`src/rtl/scan_ctrl_pkg.sv`:
```
// Shared definitions for the scan chain controller: FSM state encoding and
// the legal range of the chain length.
package scan_ctrl_pkg;

  localparam int CHAIN_LEN_MIN = 2;
  localparam int CHAIN_LEN_MAX = 64;

  typedef enum logic [2:0] {
    IDLE,
    LOAD,
    CAPTURE,
    UNLOAD,
    FINISH
  } state_t;

  // True when a chain length can be handled by the controller.
  function automatic bit chain_len_ok(input int n);
    return (n >= CHAIN_LEN_MIN) && (n <= CHAIN_LEN_MAX);
  endfunction

endpackage

```
`src/rtl/scan_shift_reg.sv`:
```
// Parallel-load shift register. Shifts toward the MSB: serial data enters at
// bit 0 and leaves from bit WIDTH-1. Load has priority over shift.
module scan_shift_reg #(
  parameter int WIDTH = 8
) (
  input  logic             clk,
  input  logic             rst,
  input  logic             load,
  input  logic             shift,
  input  logic [WIDTH-1:0] par_in,
  input  logic             ser_in,
  output logic [WIDTH-1:0] par_out,
  output logic             ser_out
);

  logic [WIDTH-1:0] q;

  // Register update: synchronous clear, then parallel load, then shift.
  // NOTE: sequential state uses non-blocking assignments so every flop samples
  // pre-edge values, exactly like the scan chain flops sharing this clock.
  always_ff @(posedge clk) begin
    if (rst) begin
      q <= '0;
    end else if (load) begin
      q <= par_in;
    end else if (shift) begin
      q <= {q[WIDTH-2:0], ser_in};
    end
  end

  assign par_out = q;
  assign ser_out = q[WIDTH-1];

endmodule

```
`src/rtl/scan_chain_ctrl.sv`:
```
// Load / capture / unload controller for a serial chain of scan flops.
// SE and SI are flop outputs so the chain never sees a combinational path from
// START or SO. SI is taken straight from the MSB of the pattern register, which
// fills with zeros while shifting, so it reads 0 outside the LOAD window.
module scan_chain_ctrl
  import scan_ctrl_pkg::*;
#(
  parameter int CHAIN_LEN = 8,
  parameter int CNT_W     = $clog2(CHAIN_LEN)
) (
  input  logic                 CLK,
  input  logic                 RST,
  input  logic                 START,
  input  logic [CHAIN_LEN-1:0] PAT,
  output logic                 SE,
  output logic                 SI,
  input  logic                 SO,
  output logic                 BUSY,
  output logic                 DONE,
  output logic [CHAIN_LEN-1:0] RESP
);

  if (!chain_len_ok(CHAIN_LEN)) begin : g_len_check
    $error("scan_chain_ctrl: CHAIN_LEN outside the supported range");
  end

  state_t           state;
  logic [CNT_W-1:0] cnt;
  logic             cnt_last;
  logic             accept;
  logic             pat_so;
  logic [CHAIN_LEN-1:0] pat_unused_q;
  logic             resp_unused_so;

  assign cnt_last = (cnt == CNT_W'(CHAIN_LEN - 1));
  assign accept   = (state == IDLE) && START;

  // Pattern register: captures PAT on acceptance, shifts out MSB first in LOAD.
  scan_shift_reg #(
    .WIDTH (CHAIN_LEN)
  ) u_pat_reg (
    .clk     (CLK),
    .rst     (RST),
    .load    (accept),
    .shift   (state == LOAD),
    .par_in  (PAT),
    .ser_in  (1'b0),
    .par_out (pat_unused_q),
    .ser_out (pat_so)
  );

  assign SI = pat_so;

  // Response register: collects SO on every UNLOAD edge, first bit ends at MSB.
  scan_shift_reg #(
    .WIDTH (CHAIN_LEN)
  ) u_resp_reg (
    .clk     (CLK),
    .rst     (RST),
    .load    (1'b0),
    .shift   (state == UNLOAD),
    .par_in  ('0),
    .ser_in  (SO),
    .par_out (RESP),
    .ser_out (resp_unused_so)
  );

  // Sequencer: state, shift counter and the registered SE/BUSY/DONE outputs.
  // SE changes on the edge that enters a state, so the chain acts on it one
  // edge later; the counter exit points are placed to give exactly CHAIN_LEN
  // chain shifts in each of LOAD and UNLOAD.
  always_ff @(posedge CLK) begin
    if (RST) begin
      state <= IDLE;
      cnt   <= '0;
      SE    <= 1'b0;
      BUSY  <= 1'b0;
      DONE  <= 1'b0;
    end else begin
      DONE <= 1'b0;
      unique case (state)
        IDLE: begin
          if (START) begin
            state <= LOAD;
            cnt   <= '0;
            SE    <= 1'b1;
            BUSY  <= 1'b1;
          end
        end
        LOAD: begin
          cnt <= cnt + 1'b1;
          if (cnt_last) begin
            state <= CAPTURE;
            SE    <= 1'b0;
          end
        end
        CAPTURE: begin
          state <= UNLOAD;
          cnt   <= '0;
          SE    <= 1'b1;
        end
        UNLOAD: begin
          cnt <= cnt + 1'b1;
          if (cnt_last) begin
            state <= FINISH;
            SE    <= 1'b0;
            BUSY  <= 1'b0;
            DONE  <= 1'b1;
          end
        end
        FINISH: begin
          state <= IDLE;
        end
        default: begin
          state <= IDLE;
          SE    <= 1'b0;
          BUSY  <= 1'b0;
        end
      endcase
    end
  end

endmodule

```
`config.mk`:
```
export PLATFORM = sky130hd
export DESIGN_NAME = scan_chain_ctrl
export DESIGN_NICKNAME = d
export VERILOG_FILES = /design/src/rtl/scan_ctrl_pkg.sv /design/src/rtl/scan_shift_reg.sv /design/src/rtl/scan_chain_ctrl.sv
export SDC_FILE = /design/constraint.sdc
export NUM_CORES = 1
export LEC_CHECK = 0
export BUFFER_PORTS_ARGS = -buffer_cell sky130_fd_sc_hd__buf_2
export CAP_MARGIN = 30
export CORE_MARGIN = 1
export CORE_UTILIZATION = 40
export CTS_CLUSTER_DIAMETER = 100
export DETAILED_ROUTE_END_ITERATION = 6
export SETUP_SLACK_MARGIN = 0.4
export SLEW_MARGIN = 10
export SYNTH_ARGS = -nofsm -noshare
export SYNTH_HDL_FRONTEND = slang
export SYNTH_SLANG_ARGS = --single-unit
```
`constraint.sdc`:
```
create_clock -name CLK -period 1.84 [get_ports CLK]
set_clock_uncertainty 0.1 [all_clocks]
set_input_delay 0.276 -clock CLK [delete_from_list [all_inputs] [get_ports CLK]]
set_output_delay 0.276 -clock CLK [all_outputs]
set_load 0.005 [all_outputs]
```
# Yosys cells after proc, flatten, opt, wreduce, memory -nomap -nowiden
# Index checks and enable logic that the tools add are counted.
[op_classes]
n_addsub = 1
n_eq_ne = 9
mux = 13
bitwise_logic = 3
reduce_logical = 11
[op_table]
columns = ["operator", "count"]
rows = [
  ["$mux W8", 2],
  ["$mux W3", 4],
  ["$pmux W3 S4", 1],
  ["$pmux W3 S3", 1],
  ["$reduce_and A3 Y1", 3],
  ["$eq A3 B2 Y1 const B", 2],
  ["$eq A3 B3 Y1 const B", 2],
  ["$ne A2 B2 Y1 const B", 3],
  ["$pmux W1 S4", 1],
  ["$reduce_or A2 Y1", 2],
  ["$add A3 B1 Y3 const B", 1],
  ["$eq A3 B1 Y1 const B", 1],
  ["$logic_not A3 Y1", 1],
  ["$mux W1", 3],
  ["$not A1 Y1", 3],
  ["$pmux W1 S3", 1],
  ["$reduce_bool A3 Y1", 1],
  ["$reduce_or A3 Y1", 1],
  ["$ne A2 B1 Y1 const B", 1],
  ["$reduce_and A2 Y1", 1],
  ["$reduce_bool A2 Y1", 1],
  ["$logic_and A1 B1 Y1", 1],
]
[word_totals]
reg_bits = 25
inputBits = 12

# Logic depth before layout (Yosys ltp)
# Gate-level depths: netlist (run 1).
[depth]
word_depth = 4
depth_mapped = 5
mapped_depth_nobuf = 5

# By module
# From an unflattened synthesis (run 1), not the netlist that was laid out.
[unflattened]
hier_cells = 113
area_unflattened_um2 = 1159.9
[by_module_without_submodules]
columns = ["module", "instances", "cells_each", "area_each_um2"]
rows = [
  ["scan_shift_reg", 2, 36, 376.6],
  ["scan_chain_ctrl", 1, 41, 406.6],
]

# Worst setup path after synthesis (run 1)
# No wires, ideal clock.
[synth_path]
kind = "reg-to-reg"
from = "register state[1]"
to = "register u_pat_reg.q[0], in the netlist u_pat_reg.par_out[0]"
t_arrival_ns = 1.100
setup_slack_ns = 0.507
path_stages_with_launch = 6
n_path_buf = 2
synth_period_minus_slack_ns = 1.333
path_cell_list = "dfxtp_1 -> buf_6 -> or3b_1 -> clkbuf_1 -> nand3_1 -> a21oi_1"
[synth_between]
elab_chain_cells = 3
elab_cells_between_ends = 5
cone_classes = "1 x eq/ne; 1 x mux; 3 x reduce/logical"
[synth_rtl]
columns = ["element", "line_no", "rtl"]
rows = [
  ["from (decl)", "scan_chain_ctrl.sv:27", "state_t state;"],
  ["from (signal assigned)", "scan_chain_ctrl.sv:74", "state <= IDLE;"],
  ["from (signal assigned)", "scan_chain_ctrl.sv:84", "state <= LOAD;"],
  ["from (signal assigned)", "scan_chain_ctrl.sv:93", "state <= CAPTURE;"],
  ["$logic_not A3 Y1", "scan_chain_ctrl.sv:36", "assign accept = (state == IDLE) && START;"],
  ["$logic_and A1 B1 Y1", "scan_chain_ctrl.sv:36", ""],
  ["$mux W8 / $reduce_bool A2 Y1 (equally long branches)", "--", ""],
  ["to (signal assigned)", "scan_shift_reg.sv:25", "q <= par_in;"],
  ["to (signal assigned)", "scan_shift_reg.sv:27", "q <= {q[WIDTH-2:0], ser_in};"],
  ["to (decl)", "scan_shift_reg.sv:16", "logic [WIDTH-1:0] q;"],
]
# Parallel ways exist; a longest one is shown, timed or not.
# A chain may end at the register's enable or synchronous reset.

# Worst setup path after layout (run 1)
[layout_path]
from = "register state[1]"
to = "register u_pat_reg.q[4], in the netlist u_pat_reg.par_out[4]"
# The elaborated chain is that of the path after synthesis.

==> results of run 1 <==
## Yosys cell counts (all sizes together)
| master | n | area (sq um) |
|---|---|---|
| nor3b | 3 | 33.8 |
| a32o | 2 | 20.0 |
| a22oi | 7 | 52.6 |
| inv | 1 | 3.75 |
| dfxtp | 25 | 500 |
| nand3 | 8 | 40.0 |
| o21ai | 2 | 10.0 |
| nor2 | 10 | 37.5 |
| xor2 | 1 | 8.76 |
| nor3 | 1 | 5.00 |
| buf | 6 | 47.5 |
| or4b | 1 | 10.0 |
| a21o | 1 | 7.51 |
| nand3b | 1 | 7.51 |
| a21oi | 12 | 60.1 |
| nand2 | 5 | 18.8 |
| or3b | 1 | 8.76 |
| o22ai | 1 | 6.26 |
| clkbuf | 3 | 11.3 |
| nor4b | 2 | 32.5 |
| mux2i | 8 | 80.1 |
| and3 | 1 | 6.26 |
| or3 | 1 | 6.26 |
| ha | 2 | 25.0 |
## cells by family (layout without fill, tap and decap cells)
logic type / after synthesis / in the layout / synth area share [%]
AO/OA/AOI/OAI: 25 / 25 / 15.0
XOR/XNOR: 1 / 1 / 0.843
adder cells (fa/ha/maj): 2 / 2 / 2.41
buffers and inverters: 10 / 34 / 6.02
flip-flops: 25 / 25 / 48.1
multiplexers: 8 / 8 / 7.70
AND/OR/NAND/NOR: 34 / 34 / 19.9
## timing repair
item                                    CTS  global route
setup buffers                             1             4
pin swaps                                 1             2
endpoints found under the setup margin   20            11
cloned                                    0             0
hold endpoints to repair                  0             0
gates resized for setup                   4             4
hold buffers                              0             0
## power breakdown
part           internal, uW  switching, uW
logic                  44.8           44.9
registers               557           12.9
clock network          82.9            162
## layer usage
metal	track usage, %	vias up	share of wire, %
met4	7.89	0	0.65
met5	0	-	0
met1	19.8	362	49
met2	20.0	22	45
met3	3.45	2	5.1
li1	-	428	-
## critical path: cells and delay by family (launching register included)
| kind | cells | cell delay (ps) |
|---|---|---|
| AO/OA/AOI/OAI | 1 | 70 |
| flip-flops | 1 | 400 |
| AND/OR/NAND/NOR | 2 | 720 |
## per-stage QoR
| step | instance area (sq um) | hold slack, ps | power, uW | worst slack, ps |
|---|---|---|---|---|
| final | 1230 | 82.8 | 905 | 430 |
| after global routing | 1230 | 83.9 | 958 | 382 |
| after CTS | 1190 | 69.8 | 923 | 404 |
| after detailed placement | 1140 | 345 | 667 | 226 |
| after global placement | 1140 | 341 | 664 | 267 |
| after floorplan | 1040 | 312 | 641 | 507 |
## final timing paths
path | start | end | slack (ps) | depth (start not counted)
worst min register to register | SE | SE | 370 | 2
worst max-delay path | state[1] | u_pat_reg.par_out[4] | 430 | 3
worst max register to register | state[1] | u_pat_reg.par_out[4] | 430 | 3
worst min-delay path | SO | u_resp_reg.par_out[0] | 80 | 3
## flip-flops by register name, indices dropped and copies added, names as in the netlist
register            flops
state                   3
u_resp_reg.par_out      8
SE                      1
cnt                     3
BUSY                    1
u_pat_reg.par_out       8
DONE                    1
## layout make-up
type                       instances  area (sq um)  area share, %
sequential                        25           512           41.7
multi-input combinational         70           485           39.6
timing repair buffer              29           158           12.9
tap                               30          37.5           3.06
clock buffer                       3          22.5           1.84
clock inverter                     1          7.51          0.612
inverter                           1          3.75          0.306
==> run_results.csv, run 1 <==
group,metric,value,unit
outcome,status,"finished clean",
power,ir_drop,508,uV
synth,ys.warnings.count,0,
global_route,grt_antenna_before_repair,0,
clocking,cts.sinks,25,
floorplan,fp.dieW,53.0,um
synth,avgSynthCellArea,9.90,sq um
clocking,cts_tree,"built",
global_route,grt_max_degree,25,
routing,viasPerCell,5.12,
routing,drtIter0Drc,18,
timing,hold_viol_final,0,
placed_design,port_buffers,23,
routing,drt_pass1_iterations,4,
final_layout,utilization,49.5,%
final_layout,final_common_cell,"buf_2",
synth,syn_nets,119,
power,p_per_area,738,nW/um^2
floorplan,die_y,53.0,um
floorplan,rows,18,
placed_design,dp_hpwl,1240,um
timing,period_needed,1410,ps
floorplan,core-area,2480,sq um
flow_run,maxCapViolCount,0,
final_layout,num-nets-final,144,
global_route,grt_pass1_wl,2880,um
placed_design,place.gp.congestion,0.730,
final_layout,areaGrowthSynthToFinish,17.9,%
synth,ys_seq_area_share,48.1,%
timing,max_freq,709,MHz
critical_path,critPathKind,"reg -> reg",
floorplan,io_pins,24,
clocking,insertion_delay,310,ps
critical_path,cp-start-kind,"flop",
critical_path,required,1940,ps
final_layout,drive_above_1_share,31.0,%
power,power.leakage,0.000577,uW
critical_path,cp_slowest_cell,"or4b_4",
timing,relSlewSlack,71.8,%
routing,post_drt_wl_per_cell,11.7,um
final_layout,fin_cells,159,
routing,wirelength,1860,um
timing,finalSetupViolCount,0,
timing,tightest_slew,423,ps
routing,final_antenna_net_count,0,
clocking,cts_root_buffer,"clkbuf_4",
clocking,clkSlewWorstSetupHoldPaths,140,ps
final_layout,final_cell_mix,"buf_2 (23), dfxtp_1 (22), a21oi_1 (12)",
critical_path,cp_max_fo,8,
placed_design,post-place-cells,150,
clocking,clock_path_buffers,2,
routing,drcViolationCount,0,
synth,synth_area,1040,sq um
timing,fin_crit_sh,76.6,%
min_path,hold_path_class,"in -> reg",
floorplan,initial_utilization,42.0,%
critical_path,crit_chain,"or4b_4, nand3_1, a21oi_1",
critical_path,cp-end-kind,"flop",
timing,rsz0062_at_grt,"yes",
timing,final-max-slew-violation-count,0,
clocking,htreeDepth,1,
global_route,grt_overflow,0,
synth,synthCells,105,
synth,synth_cell_type_count,28,
timing,finalSetupTns,0,ps
critical_path,arrival,1510,ps
critical_path,max_stage_delay,600,ps
final_layout,diodes,0,
final_layout,fillers,252,
global_route,grtUsageTotal,14.3,%
clocking,cts_buffers,3,
floorplan,die_area,2810,sq um
synth,ys_seq_elements,25,
global_route,grt_pass1_vias,658,
routing,vias,814,
No activity file was read; power rests on OpenSTA's default activity.
==> run 2: changes to the inputs <==
- clock period: 1.84 -> 1.4 ns (I/O delays scaled with it)
==> run_results.csv, run 2 (synthesis results as in run 1) <==
group,metric,value,unit
routing,post_drt_wl_per_cell,12.6,um
timing,rsz0062_at_grt,"yes",
min_path,hold_path_class,"in -> reg",
critical_path,cp-start-kind,"flop",
global_route,grt_pass1_vias,831,
clocking,insertion_delay,310,ps
routing,highest_layer,"met4",
placed_design,port_buffers,23,
global_route,grt_overflow,0,
critical_path,cp_max_fo,8,
floorplan,fp.dieW,53.0,um
min_path,hold_depth,3,
timing,finalSetupViolCount,0,
power,power.leakage,0.000689,uW
placed_design,dp_hpwl,1480,um
floorplan,core-area,2480,sq um
outcome,status,"finished clean",
critical_path,cp-end-kind,"flop",
critical_path,max_stage_delay,520,ps
timing,period_needed,1390,ps
routing,final_antenna_net_count,0,
routing,drtIter0Drc,11,
routing,drt_pass1_iterations,4,
floorplan,die_y,53.0,um
critical_path,crit_chain,"or4b_4, buf_8, nand3_2, a21oi_2",
critical_path,rr_endpoint,"u_pat_reg.par_out[4]",
timing,holdWs,20.9,ps
routing,drcViolationCount,0,
final_layout,num-nets-final,161,
placed_design,place.gp.congestion,0.781,
clocking,cts_tree,"built",
timing,relSlewSlack,76.4,%
routing,viasPerCell,5.15,
routing,vias,906,
critical_path,path_delay_family,"simple AND/OR/NAND/NOR gates",
power,power,1230,uW
floorplan,die_area,2810,sq um
power,p_per_area,822,nW/um^2
critical_path,worst-path-buf-inv,1,
critical_path,arrival,1500,ps
floorplan,io_pins,24,
routing,wirelength,2220,um
timing,tightest_slew,354,ps
timing,max_freq,718,MHz
final_layout,final_common_cell,"buf_2",
clocking,cts_root_buffer,"clkbuf_4",
timing,final-max-slew-violation-count,0,
clocking,cts_buffers,3,
routing,wl_met3,60,um
routing,met1_length,1040,um
final_layout,fillers,218,
routing,wl_met2,1110,um
timing,hold_viol_final,0,
global_route,grtUsageTotal,18.8,%
clocking,cts.sinks,25,
clocking,clkSlewWorstSetupHoldPaths,130,ps
critical_path,rr_worst_depth,4,
flow_run,maxCapViolCount,0,
critical_path,critPathKind,"reg -> reg",
critical_path,cp_slowest_cell,"or4b_4",
critical_path,r2r_start,"state[1]",
power,ir_drop,593,uV
critical_path,required,1500,ps
clocking,htreeDepth,1,
floorplan,initial_utilization,42.0,%
final_layout,final_cell_mix,"buf_2 (23), buf_4 (19), dfxtp_2 (14)",
final_layout,areaGrowthSynthToFinish,44.0,%
clocking,clock_path_buffers,2,
min_path,whs_endpoint,"u_resp_reg.par_out[0]",
floorplan,rows,18,
min_path,hold_start,"SO",
final_layout,drive_above_1_share,59.6,%
global_route,grt_pass1_wl,3750,um
global_route,grt_antenna_before_repair,0,
critical_path,rrSetupSlack,6,ps
final_layout,diodes,0,
global_route,grt_max_degree,16,
timing,fin_crit_sh,99.5,%
## run 2: cell count changes in the layout (fill, tap and decap cells not counted), sizes merged
cell      previous run  this run
buf                 28        46
clkinvlp             1         0
## run 2: worst reg2reg max path, delay by kind of cell (launching register included)
family	cells	cell delay, ps
AO/OA/AOI/OAI	1	50
flip-flops	1	390
buffers and inverters	1	160
AND/OR/NAND/NOR	2	580
## run 2: worst max path at each step
stage | start | end | slack (ps) | cells after the start
floorplan | state[1] | u_pat_reg.par_out[5] | 100 | 4
global placement | state[1] | u_pat_reg.par_out[7] | -3 | 4
detailed placement | state[0] | cnt[1] | -20 | 4
CTS | state[0] | u_pat_reg.par_out[5] | 20 | 4
global route | state[1] | u_pat_reg.par_out[7] | -30 | 4
finish | state[1] | u_pat_reg.par_out[4] | 6 | 4
## run 2: cell type report
cell class	count	area, sq um	area share [%]
Multi-Input combinational cell	70	589	39.3
Sequential cell	25	526	35.1
Timing Repair Buffer	46	315	21.1
Tap cell	30	37.5	2.51
Clock buffer	4	26.3	1.75
Inverter	1	3.75	0.251
## run 2: repair_timing
item | CTS | global route
hold endpoints to repair | 0 | 0
buffers inserted | 9 | 1
pin swaps | 8 | 5
endpoints found under the setup margin | 37 | 37
resized for setup | 23 | 7
hold buffers | 0 | 0
## run 2: power by group
| group | leakage (uW) | switching (uW) | internal (uW) |
|---|---|---|---|
| combinational | 0.000463 | 76.9 | 85.3 |
| sequential | 0.000211 | 20.0 | 735 |
| clock | 0.0000150 | 202 | 111 |
| total | 0.000689 | 299 | 932 |
## run 2: metal layers
metal	vias up	global-route usage (%)
li1	465	-
met1	427	23.9
met2	12	30.8
met3	2	3.45
met4	0	7.89
met5	-	0
## run 2: through the flow
stage / worst slack (ps) / instance area (sq um) / util (%) / instances / TNS, ps
3_5_place_dp: -23.5 / 1320 / 53.2 / 162 / -142
5_1_grt: -33.1 / 1500 / 60.5 / 176 / -264
4_1_cts: 17.2 / 1470 / 59.3 / 175 / 0
6_report: 6.50 / 1500 / 60.5 / 176 / 0
2_1_floorplan: 103 / 1130 / - / 105 / 0
3_3_place_gp: -2.81 / 1320 / 53.2 / 162 / -3.70
==> run 3: changes to the inputs <==
- REMOVE_ABC_BUFFERS: unset -> 1
==> run_results.csv, run 3 (synthesis results as in run 1) <==
group,metric,value,unit
critical_path,worst-path-buf-inv,3,
floorplan,core-area,2480,sq um
global_route,grt_antenna_before_repair,0,
placed_design,port_buffers,23,
timing,fin_crit_sh,101,%
critical_path,required,1510,ps
timing,holdWs,18.0,ps
critical_path,arrival,1530,ps
global_route,grtUsageTotal,17.6,%
critical_path,max_stage_delay,370,ps
critical_path,r2r_start,"state[2]",
final_layout,regArea,520,sq um
clocking,holdBufCountCts,0,
timing,final-max-slew-violation-count,0,
final_layout,utilization,62.8,%
outcome,violations,"setup timing",
timing,tightest_slew,414,ps
clocking,insertion_delay,320,ps
placed_design,post-place-cells,160,
critical_path,cp_slowest_cell,"dfxtp_2",
critical_path,critPathKind,"reg -> reg",
floorplan,rows,18,
routing,viasPerCell,4.94,
critical_path,crit_chain,"buf_6, nand3b_1, buf_4, buf_12, mux2i_2, nor2_1",
routing,post_drt_wl_per_cell,12.1,um
final_layout,final_common_cell,"buf_4",
floorplan,die_area,2810,sq um
floorplan,initial_utilization,42.0,%
critical_path,cp_max_fo,5,
power,power.leakage,0.000731,uW
routing,drcViolationCount,0,
routing,drt_pass1_iterations,4,
critical_path,cp-start-kind,"flop",
global_route,grt_pass1_vias,853,
clocking,cts_tree,"built",
timing,max_freq,707,MHz
critical_path,cp-end-kind,"flop",
clocking,cts.sinks,25,
final_layout,final_cell_mix,"buf_4 (21), buf_2 (19), dfxtp_2 (16)",
global_route,grt_max_degree,19,
outcome,status,"complete, but fails checks",
min_path,hold_path_class,"in -> reg",
routing,final_antenna_net_count,0,
timing,finalSetupViolCount,1,
final_layout,multi_input_area,577,sq um
routing,vias,889,
critical_path,cp-startpoint,"state[2]",
final_layout,areaGrowthSynthToFinish,49.7,%
timing,layout_setup_ws,-15.3,ps
clocking,cts_root_buffer,"clkbuf_4",
floorplan,die_y,53.0,um
routing,wirelength,2180,um
clocking,clkSlewWorstSetupHoldPaths,140,ps
power,ir_drop,495,uV
clocking,cts_buffers,3,
placed_design,dp_slack,-35.5,ps
flow_run,maxCapViolCount,0,
floorplan,io_pins,24,
placed_design,place.gp.congestion,0.743,
final_layout,fillers,225,
final_layout,num-nets-final,165,
global_route,grt_overflow,0,
timing,finalSetupTns,-15.3,ps
critical_path,path_delay_family,"buffers and inverters",
timing,relSlewSlack,72.3,%
final_layout,diodes,0,
final_layout,fin_cells,180,
placed_design,dp_hpwl,1360,um
clocking,htreeDepth,1,
timing,rsz0062_at_grt,"yes",
power,p_per_area,792,nW/um^2
clocking,clock_path_buffers,2,
global_route,grt_pass1_wl,3590,um
floorplan,fp.dieW,53.0,um
routing,drtIter0Drc,10,
timing,hold_viol_final,0,
final_layout,drive_above_1_share,58.7,%
timing,period_needed,1420,ps
min_path,hold_start,"PAT[0]",
run 3: cell types whose count changed in the layout (fill, tap and decap cells not counted), moves of 4 or more:
cell,previous run,this run
a21oi_2,4,0
nand3_2,8,1
a22oi_2,0,5
a21oi_1,7,11
nand3_1,0,7
buf_6,2,8
a22oi_1,7,2
buf_2,23,19
run 3: power breakdown:
part | internal (uW) | total [uW] | switching [uW] | leakage [uW]
Sequential | 738 | 756 | 17.4 | 0.000211
Clock | 107 | 320 | 213 | 0.0000177
Combinational | 83.7 | 157 | 73.2 | 0.000503
run 3: layer usage:
layer	vias to the layer above	track usage [%]	share of wire, %
li1	464	-	-
met1	402	20.5	45
met2	21	31.4	51
met3	2	2.59	3.6
met4	0	7.89	0.41
met5	-	0	0
run 3: path summary, 6_finish.rpt:
check                               end  slack, ps  cells after the start
setup / recovery  u_resp_reg.par_out[1]        -20                      6
hold / removal     u_pat_reg.par_out[0]         20                      3
setup reg to reg  u_resp_reg.par_out[1]        -20                      6
hold reg to reg    u_pat_reg.par_out[3]        380                      2
run 3: layout make-up:
cell class	count	area share [%]
flip-flops and latches	25	33.4
clock buffers	3	1.45
clock inverters	1	0.322
repair buffers	50	25.1
inverters	1	0.241
multi-input cells	70	37.1
well taps	30	2.41
run 3: what timing repair did:
action / CTS / global route
hold endpoints to repair: 0 / 0
pin swaps: 11 / 13
endpoints found under the setup margin: 37 / 37
setup buffers: 15 / 0
gates resized for setup: 32 / 13
gates cloned: 1 / 0
run 3: worst register-to-register path: stages, from the launching register on:
cell and delay, ps:
dfxtp_2 370, buf_6 120, nand3b_1 180, buf_4 160
buf_12 130, mux2i_2 180, nor2_1 70
run 3: stage by stage:
stage	total power, uW	cell area, sq um
floorplan	828	981
global route	1290	1560
CTS	1230	1490
global placement	887	1230
finish	1230	1560
detailed placement	890	1230
